### config.mk
export PLATFORM = sky130hd
export DESIGN_NAME = backtrack_sequencer
export DESIGN_NICKNAME = d
export VERILOG_FILES = /design/src/rtl/backtrack_sequencer.sv
export SDC_FILE = /design/constraint.sdc
export NUM_CORES = 1
export LEC_CHECK = 0
export CAP_MARGIN = 10
export CORE_UTILIZATION = 50
export DETAILED_ROUTE_END_ITERATION = 8
export GPL_ROUTABILITY_DRIVEN = 0
export MAX_ROUTING_LAYER = met4
export PLACE_DENSITY = 0.67
export REMOVE_ABC_BUFFERS = 1
export SLEW_MARGIN = 20
export SYNTH_ARGS = -nofsm -noshare
export SYNTH_HDL_FRONTEND = slang
export SYNTH_SLANG_ARGS = --single-unit
export TNS_END_PERCENT = 10
### constraint.sdc
create_clock -name clk -period 6.9 [get_ports clk]
set_input_delay 1.38 -clock clk [delete_from_list [all_inputs] [get_ports clk]]
set_output_delay 1.38 -clock clk [all_outputs]
set_load 0.02 [all_outputs]
### src/rtl/backtrack_sequencer.sv
// Records joystick samples into a circular buffer and replays them newest-first after a bumper hit.
// Define BACKTRACK_MIRROR_EN to mirror replayed samples about CENTER.
module backtrack_sequencer #(
   parameter int DEPTH   = 16,
   parameter int CENTER  = 1024,
   parameter int HOLDOFF = 5
) (
   input  logic                     clk,
   input  logic                     rst,
   input  logic                     ce,
   input  logic                     x_bumper,
   input  logic                     y_bumper,
   input  logic [10:0]              x_val,
   input  logic [10:0]              y_val,
   output logic [10:0]              x_val_out,
   output logic [10:0]              y_val_out,
   output logic                     backtrack_active,
   output logic [$clog2(DEPTH):0]   fill_level
);

   localparam int AW = $clog2(DEPTH);
   localparam int HW = (HOLDOFF < 1) ? 1 : $clog2(HOLDOFF + 1);

`ifdef BACKTRACK_MIRROR_EN
   localparam bit MIRROR_EN = 1'b1;
`else
   localparam bit MIRROR_EN = 1'b0;
`endif

   typedef enum logic [1:0] {
      S_RECORD,
      S_REPLAY,
      S_COOLDOWN
   } state_e;

   state_e          state_q, state_d;
   logic [AW-1:0]   wptr_q, wptr_d;
   logic [AW:0]     count_q, count_d;
   logic [HW-1:0]   hold_q, hold_d;
   logic            bump_q, bump_d;
   logic            first_q, first_d;
   logic            active_q, active_d;
   logic [10:0]     x_out_q, x_out_d;
   logic [10:0]     y_out_q, y_out_d;

   logic [21:0]     mem_q [DEPTH];
   logic            mem_we;
   logic [AW-1:0]   rd_idx;
   logic            hit;

   // Mirror about CENTER with saturation into the 11-bit servo range.
   function automatic logic [10:0] replay_xform(input logic [10:0] v);
      int m;
      if (!MIRROR_EN) return v;
      m = 2 * CENTER - int'(v);
      if (m < 0)    return 11'd0;
      if (m > 2047) return 11'd2047;
      return 11'(m);
   endfunction

   assign hit    = (x_bumper | y_bumper) & ~bump_q;
   assign rd_idx = wptr_q - AW'(1);

   always_comb begin
      // NOTE: every signal gets a default here so no path can infer a latch.
      state_d  = state_q;
      wptr_d   = wptr_q;
      count_d  = count_q;
      hold_d   = hold_q;
      bump_d   = x_bumper | y_bumper;
      first_d  = 1'b0;
      x_out_d  = x_val;
      y_out_d  = y_val;
      mem_we   = 1'b0;

      unique case (state_q)
         S_RECORD: begin
            if (hit) begin
               if (count_q != '0) begin
                  state_d = S_REPLAY;
                  first_d = 1'b1;
               end else begin
                  state_d = S_COOLDOWN;
                  hold_d  = HW'(HOLDOFF);
               end
            end else if (ce) begin
               mem_we = 1'b1;
               wptr_d = wptr_q + AW'(1);
               if (count_q != (AW+1)'(DEPTH)) count_d = count_q + (AW+1)'(1);
            end
         end
         S_REPLAY: begin
            x_out_d = x_out_q;
            y_out_d = y_out_q;
            if (first_q || (ce && count_q != '0)) begin
               wptr_d  = rd_idx;
               count_d = count_q - (AW+1)'(1);
               x_out_d = replay_xform(mem_q[rd_idx][21:11]);
               y_out_d = replay_xform(mem_q[rd_idx][10:0]);
            end else if (ce) begin
               state_d = S_COOLDOWN;
               hold_d  = HW'(HOLDOFF);
            end
         end
         S_COOLDOWN: begin
            if (ce) begin
               if (hold_q <= HW'(1)) begin
                  state_d = S_RECORD;
                  count_d = '0;
                  hold_d  = '0;
               end else begin
                  hold_d = hold_q - HW'(1);
               end
            end
         end
         default: state_d = S_RECORD;
      endcase

      active_d = (state_d == S_REPLAY);
   end

   always_ff @(posedge clk) begin
      if (!rst) begin
         state_q  <= S_RECORD;
         wptr_q   <= '0;
         count_q  <= '0;
         hold_q   <= '0;
         bump_q   <= 1'b0;
         first_q  <= 1'b0;
         active_q <= 1'b0;
         x_out_q  <= '0;
         y_out_q  <= '0;
      end else begin
         state_q  <= state_d;
         wptr_q   <= wptr_d;
         count_q  <= count_d;
         hold_q   <= hold_d;
         bump_q   <= bump_d;
         first_q  <= first_d;
         active_q <= active_d;
         x_out_q  <= x_out_d;
         y_out_q  <= y_out_d;
      end
   end

   // NOTE: the sample buffer is deliberately not reset; count_q == 0 marks it empty.
   always_ff @(posedge clk) begin
      if (mem_we) mem_q[wptr_q] <= {x_val, y_val};
   end

   assign x_val_out        = x_out_q;
   assign y_val_out        = y_out_q;
   assign backtrack_active = active_q;
   assign fill_level       = count_q;

endmodule

# Yosys cells after proc, flatten, opt, wreduce, memory -nomap -nowiden
# Memory sizes are Yosys's and may differ from the RTL's.
# Index checks and enable logic that the tools add are counted.
# classes
n_addsub	7
order_cmp	5
eq_ne	14
muxes	65
n_bitwise	3
reduce_logical	10
# op_table
op	n
2-to-1 mux 11 bit	14
2-to-1 mux 5 bit	6
> comparator 13 x 12 -> 1 bit, second input constant	2
< comparator 13 x 1 -> 1 bit, second input constant	2
2-to-1 mux 1 bit	26
subtractor 12 x 11 -> 13 bit, first input constant	2
!= test 2 bit, second input constant	10
2-to-1 mux 3 bit	6
one-hot mux 5 bit (3 select lines)	1
2-to-1 mux 2 bit	6
2-to-1 mux 4 bit	3
one-hot mux 3 bit (3 select lines)	1
one-hot mux 4 bit (2 select lines)	1
AND reduction 7 bit	1
one-hot mux 2 bit (3 select lines)	1
AND reduction 6 bit	1
adder 5 x 1 -> 5 bit, second input constant	1
!= test 5 bit, second input constant	1
nonzero test 5 bit	1
subtractor 5 x 1 -> 5 bit, second input constant	1
adder 4 x 1 -> 4 bit, second input constant	1
equality test 2 x 1 -> 1 bit, second input constant	2
AND reduction 4 bit	1
subtractor 4 x 1 -> 4 bit, second input constant	1
other kinds (12)	12
# totals
regBits	39
mem_bits_rw	352
in_bits	27
out_inout_bits	28
mem_count	1
# mem_list
name	words	word_bits	read_ports	rd_clocked_by_memory_dff	wr	line	text
mem_q	16	22	1	0	1	46	logic [21:0] mem_q [DEPTH];

# Depth between registers and ports, before layout
# Gate-level depths: netlist (run 1).
# logic_depth
depth_word	17
ltp_mapped	11

# Worst setup path after synthesis (run 1)
# OpenSTA, ideal clock, no wires.
# synth_path
kind	in2reg
from	in y_bumper
to	mem mem_q[2][0] (enable)
setup_time_ns	0.429
arrival_time_ns	3.410
path_slack_ns	3.061
stages	4
n_path_buf	0
cell_sequence	o21bai_1 > and3_1 > nand2_1 > nor3_1
# synth_via
elab_chain_cells	6
# synth_lines
item	line	text
start: declaration	12	input logic y_bumper,
OR 1 bit	61	assign hit = (x_bumper | y_bumper) & ~bump_q;
bitwise AND 1 bit	61	
2-to-1 mux 1 bit	78	if (hit) begin
2-to-1 mux 1 bit	76	unique case (state_q)
2-to-1 mux 1 bit	148	if (mem_we) mem_q[wptr_q] <= {x_val, y_val};
2-to-1 mux 1 bit (not written as such)	148	
end: declaration	46	
# No other way between the ends.

# Final worst setup path (run 1)
# layout_path
from	reg wptr_q[0]
to	reg y_out_q[6], in the netlist y_val_out[6]
# layout_via
elab_chain_cells	14
word_cells_on_any_way	21
classes_between	add/sub (2); order compare (2); mux (16); memory (1)
# layout_lines
item	line	text
start: declaration	37	logic [AW-1:0] wptr_q, wptr_d;
start signal: assignment	135	wptr_q <= wptr_d;
subtractor 4 x 1 -> 4 bit (*)	62	assign rd_idx = wptr_q - AW'(1);
memory read (16 x 22 bit) (*)	n/a	
subtractor 12 x 11 -> 13 bit	55	m = 2 * CENTER - int'(v);
> comparator 13 x 12 -> 1 bit	57	if (m > 2047) return 11'd2047;
2-to-1 mux 1 bit (2 in series)	57	
2-to-1 mux 1 bit	55	
2-to-1 mux 1 bit	95	if (first_q || (ce && count_q != '0)) begin
2-to-1 mux 1 bit	76	
2-to-1 mux 11 bit	58	return 11'(m);
2-to-1 mux 11 bit	57	
2-to-1 mux 11 bit (*)	55	
2-to-1 mux 11 bit (*)	95	
2-to-1 mux 11 bit (*)	76	
end signal: assignment	142	y_out_q <= y_out_d;
end: declaration	44	logic [10:0] y_out_q, y_out_d;
# Every way passes the cells marked *; elsewhere a longest branch is shown, timed or not. The select of a mux whose other input is x is not followed.
# A chain may end at the register's enable or synchronous reset.

==> out/metrics.yaml, run 1 <==
run_status:
  outcome: "finished, final reports clean"
synth:
  avgSynthCellArea_um2: 19.0
  ys_warn_count: 0
  synth_edf_count: 352
  synthTopCellsByCount: "edfxtp_1 (352), mux4_2 (88), nand2_1 (59)"
  yosysMostFrequentCell: "edfxtp_1"
  seq_area_frac_synth: 0.738
  syn_area_mm2: 0.0154
  synth_top_area_frac: 0.687
  yosysTopAreaCell: "edfxtp_1"
  netlist_top_cells_area: "edfxtp_1 (69%), mux4_2 (13%), dfxtp_1 (5.1%)"
  ys_seq_elements: 391
  ys_async_sr_fraction: 0
  synthFlopType: "edfxtp_1"
  synthCells: 811
  yosysUniqueCellTypes: 51
clock_tree:
  cts_sinks: 391
  cts.repair.resized: 0
  htreeDepth: 2
  cts_root_buffer: "clkbuf_16"
  holdBufCountCts: 0
  cts.reportedPaths.clkPinSlew_ps: 60
  insertion_delay_ps: 520
  clockBufferDepth: 3
  cts_tree: "built"
  post_cts_buffers: 0
  cts_made_buffers: 40
timing:
  slew_headroom: 0.327
  rsz0062_at_grt: "no"
  finalSetupViolations: 0
  slew_violations: 0
  skew_ps: 8.61
  max_slew.worst_pin.slew_ps: 1010
  period_minus_slack_ps: 3790
  period_share: 0.549
  hold_viol: 0
  max_freq_ghz: 0.264
drt:
  drt_iter0_drc: 724
  via_per_inst: 6.13
  avgRoutedWirePerCell_um: 25.2
  first_pass_iters: 7
  num_vias: 7992
  wl_mm: 32.9
  postRouteAntennaNets: 0
  drc: 0
job:
  drv_cap: 0
finish:
  multi_input_comb_area_mm2: 0.00389
  diodes: 0
  drive_gt1_frac: 0.228
  layout.cells.non_filler: 1303
  seqCellArea_mm2: 0.0114
  fin_area_mm2: 0.0179
  syn2layout_area_growth_pct: 16.1
  num-nets-final: 919
  fill_cells: 2186
placement:
  dp_hpwl_mm: 18.6
  io_buffers: 54
  placed_cells: 1229
  dpl_cell_area_mm2: 0.0165
global_routing:
  grt_antenna_before_repair: 0
  grt_max_degree: 52
  grt_pass1_vias: 8256
  overflow: 0
  grt_pass1_wl_mm: 49.6
  track_usage: 0.222
power_and_ir_drop:
  total_power_w: 0.00654
  power.leakage_nw: 5.72
  max-vdd-ir-drop_mv: 0.215
  cellPowerDensity_mw_per_mm2: 367
critical_path:
  crit_fanout: 48
  crit_type: "flop to flop"
  cp-start-kind: "flop"
  cp_slowest_cell: "dfxtp_4"
  crit_required_ps: 7310
  max_stage_delay_ps: 940
  endpoint_kind: "flop"
  cp_cell_sequence: "inv_1, ha_4, buf_4, mux4_2, nand2_1, a32o_1, nor4_1"
  critPathArrivalTime_ps: 4210
floorplanning:
  io_pins: 55
  die_area_mm2: 0.0315
  die-width_um: 177
  initial_core_util: 0.514
  rows: 63
  dieHeight_um: 177
  coreArea_mm2: 0.0300
min_path:
  hold_class: "flop to flop"
[cells in the final DEF, fill, tap and decap left out, types with 8 or more instances in the layout]
cell type        instances
mux2i_1                 25
clkbuf_16               41
nor2_1                  30
edfxtp_1               352
a21oi_1                 10
dfxtp_1                 38
ha_1                     8
clkdlybuf4s50_1         54
mux4_2                  88
nor2_2                  12
nor3_1                  25
nor4_1                  19
nand2_1                 59
buf_4                   21
a32o_1                  22
[power by group]
group / internal, W / leakage [nW] / total [W] / switching, W
Sequential: 0.00268 / 3.49 / 0.00280 / 0.000121
Clock: 0.00136 / 0.679 / 0.00223 / 0.000867
Combinational: 0.000670 / 1.55 / 0.00151 / 0.000842
[through the flow]
step,setup TNS [ps],worst slack [ps],utilization,hold slack (ps)
2_1_floorplan,-14440,-654,-,476
3_3_place_gp,0,2680,0.550,484
3_5_place_dp,0,2550,0.550,496
4_1_cts,0,2830,0.595,506
5_1_grt,0,2730,0.596,544
6_report,0,3110,0.596,502
[metal layers]
layer	share of wire	global-route usage	up-vias
li1	-	-	3444
met1	0.41	0.298	4163
met2	0.50	0.354	330
met3	0.073	0.0371	55
met4	0.020	0.0620	0
met5	0	-	-
[worst max-delay path, delay by kind of cell, from the launching register on]
family / cells / cell delay [ps]
buf+inv: 2 / 970
flops: 1 / 940
fa+ha+maj: 1 / 850
mux: 1 / 350
simple gates: 2 / 270
compound gates: 1 / 270
[logic make-up (layout without fill, tap and decap cells)]
family          count (synthesis)  after routing  share of synthesized area
flops                         391            391                      0.738
xor+xnor                        6              6                    0.00390
compound gates                 57             57                     0.0316
buf+inv                        56            158                     0.0156
mux                           114            114                      0.146
simple gates                  177            177                     0.0566
fa+ha+maj                      10             10                    0.00862
[registers in the layout (all words and copies together) (netlist names), 2 cells and up]
name and cells:
fill_level 5, hold_q 3, mem_q 352, state_q 2, wptr_q 4, x_val_out 11, y_val_out 11
[path summary, 6_finish.rpt]
kind,slack [ps],cells after the start,end,from
worst min-delay path,500,2,hold_q[0],hold_q[0]
worst max register to register,3110,7,y_val_out[6],wptr_q[0]
worst max-delay path,3110,7,y_val_out[6],wptr_q[0]
worst min register to register,500,2,hold_q[0],hold_q[0]
[area by class of cell]
class	count	share of cell area
clock buffer	51	0.0618
clock inverter	22	0.0151
inverter	9	0.00189
multi-input combinational	364	0.218
sequential	391	0.636
tap	390	0.0273
timing repair buffer	76	0.0399
No activity file was read; power rests on OpenSTA's default activity.
==> run 2: changes to the inputs <==
==> constraint.sdc (replaced) <==
create_clock -name clk -period 3.7 [get_ports clk]
set_input_delay 0.74 -clock clk [delete_from_list [all_inputs] [get_ports clk]]
set_output_delay 0.74 -clock clk [all_outputs]
set_load 0.02 [all_outputs]
==> out/metrics.yaml, run 2 (synthesized netlist as in run 1, its figures left out) <==
run_status:
  outcome: "finished, final reports clean"
clock_tree:
  cts_tree: "built"
  clockBufferDepth: 3  # unchanged
  cts_made_buffers: 41  # +2.5%
  cts.repair.resized: 0  # unchanged
  post_cts_buffers: 0  # unchanged
  htreeDepth: 2  # unchanged
  cts.reportedPaths.clkPinSlew_ps: 60  # about the same
  holdBufCountCts: 0  # unchanged
  cts_root_buffer: "clkbuf_16"
  cts_sinks: 391  # unchanged
  insertion_delay_ps: 530  # about the same
floorplanning:
  die-width_um: 177  # unchanged
  coreArea_mm2: 0.0300  # unchanged
  initial_core_util: 0.514  # unchanged
  die_area_mm2: 0.0315  # unchanged
  dieHeight_um: 177  # unchanged
  rows: 63  # unchanged
  io_pins: 55  # unchanged
timing:
  slew_headroom: 0.350  # +0.0230
  period_share: 0.751  # +0.201
  skew_ps: 12.0  # +3.42 ps
  finalSetupViolations: 0  # unchanged
  worst_slack_ps: 923  # -2190 ps
  hold_viol: 0  # unchanged
  max_freq_ghz: 0.360  # +37%
  slew_violations: 0  # unchanged
  whs_ps: 502  # -0.169 ps
  period_minus_slack_ps: 2780  # -1010 ps
  setup-tns-final_ps: 0  # unchanged
  max_slew.worst_pin.slew_ps: 976  # -34.5 ps
  rsz0062_at_grt: "no"
drt:
  postRouteAntennaNets: 0  # unchanged
  wl_mm: 34.6  # +5.3%
  via_per_inst: 6.15  # +0.21%
  avgRoutedWirePerCell_um: 26.3  # +4.2%
  first_pass_iters: 5  # -2
  drc: 0  # unchanged
  num_vias: 8095  # +1.3%
  drt_iter0_drc: 834  # +15%
critical_path:
  path_buf_inv: 2  # unchanged
  crit_fanout: 49  # +2.1%
  cp_slowest_cell: "ha_4"
  regToRegSetupSlack_ps: 920  # -2190 ps
  max_stage_delay_ps: 800  # -140 ps
  endpoint_kind: "flop"
  cp_top_family: "adder cells"
  cp_cell_sequence: "inv_1, ha_4, buf_12, mux4_2, mux2i_1, a32o_1, nor4_1"
  crit_required_ps: 4090  # -3220 ps
  critPathArrivalTime_ps: 3170  # -1040 ps
  crit_type: "flop to flop"
  cp-start-kind: "flop"
finish:
  fin_area_mm2: 0.0180  # +0.68%
  regMostFlops: "mem_q"
  diodes: 0  # unchanged
  num-nets-final: 931  # +1.3%
  drive_gt1_frac: 0.236  # +0.00843
  final_cell_mix: "edfxtp_1 (352), mux4_2 (88), nand2_1 (59)"
  final_common_cell: "edfxtp_1"
  largest_register_ff_count: 352  # unchanged
  syn2layout_area_growth_pct: 16.8
global_routing:
  grt_max_degree: 50  # -3.8%
  track_usage: 0.237  # +0.0144
  overflow: 0  # unchanged
  grt_antenna_before_repair: 0  # unchanged
  grt_pass1_wl_mm: 52.1  # +5.0%
  grt_pass1_vias: 8363  # +1.3%
placement:
  io_buffers: 54  # unchanged
  dpl_cell_area_mm2: 0.0166  # +0.70%
  place_ws_ps: 841  # -1710 ps
  dp_hpwl_mm: 20.7  # +11%
power_and_ir_drop:
  max-vdd-ir-drop_mv: 0.403  # +87%
  power.leakage_nw: 5.78  # +1.1%
  total_power_w: 0.0125  # +90%
  cellPowerDensity_mw_per_mm2: 693  # +89%
job:
  drv_cap: 0  # unchanged
min_path:
  hold_class: "flop to flop"
[run 2: cell count changes in the layout (fill, tap and decap cells not counted), moves of 2 or more]
| cell | before | now |
|---|---|---|
| buf_12 | 0 | 2 |
| clkbuf_16 | 41 | 43 |
| clkinv_1 | 6 | 9 |
| clkinvlp_4 | 0 | 3 |
| buf_4 | 21 | 31 |
[run 2: final timing paths]
kind	from	to	depth (start not counted)
min	hold_q[0]	hold_q[0]	2
max	wptr_q[1]	y_val_out[7]	7
min reg2reg	hold_q[0]	hold_q[0]	2
max reg2reg	wptr_q[1]	y_val_out[7]	7
[run 2: worst reg2reg max path, delay by kind of cell (launching register included)]
kind | cells | cell delay (ps)
simple gates | 1 | 50
mux | 2 | 720
fa+ha+maj | 1 | 800
flops | 1 | 420
buf+inv | 2 | 470
compound gates | 1 | 190
[run 2: power by group]
group	leakage (nW)	switching (W)	internal, W
clock	0.678	0.00166	0.00254
sequential	3.49	0.000138	0.00501
combinational	1.61	0.00182	0.00131
[run 2: metrics by stage]
stage / std cells / util
global placement: 1241 / 0.554
global route: 1317 / 0.600
CTS: 1317 / 0.600
finish: 1317 / 0.600
floorplan: 764 / -
detailed placement: 1241 / 0.554
[run 2: layer usage]
metal  routed length, um  share of wire  up-vias  track usage
li1                    -              -     3471            -
met1               14300           0.41     4201        0.324
met2               16800           0.49      367        0.366
met3                2720          0.078       56       0.0439
met4                 774          0.022        0       0.0659
met5                   0              0        -            -
[run 2: area by class of cell]
class,instances,area [um2]
Timing Repair Buffer,87,813
Inverter,9,33.8
Clock buffer,51,1140
Tap cell,390,488
Sequential cell,391,11400
Multi-Input combinational cell,364,3890
Fill cell,2144,12000
Clock inverter,25,259
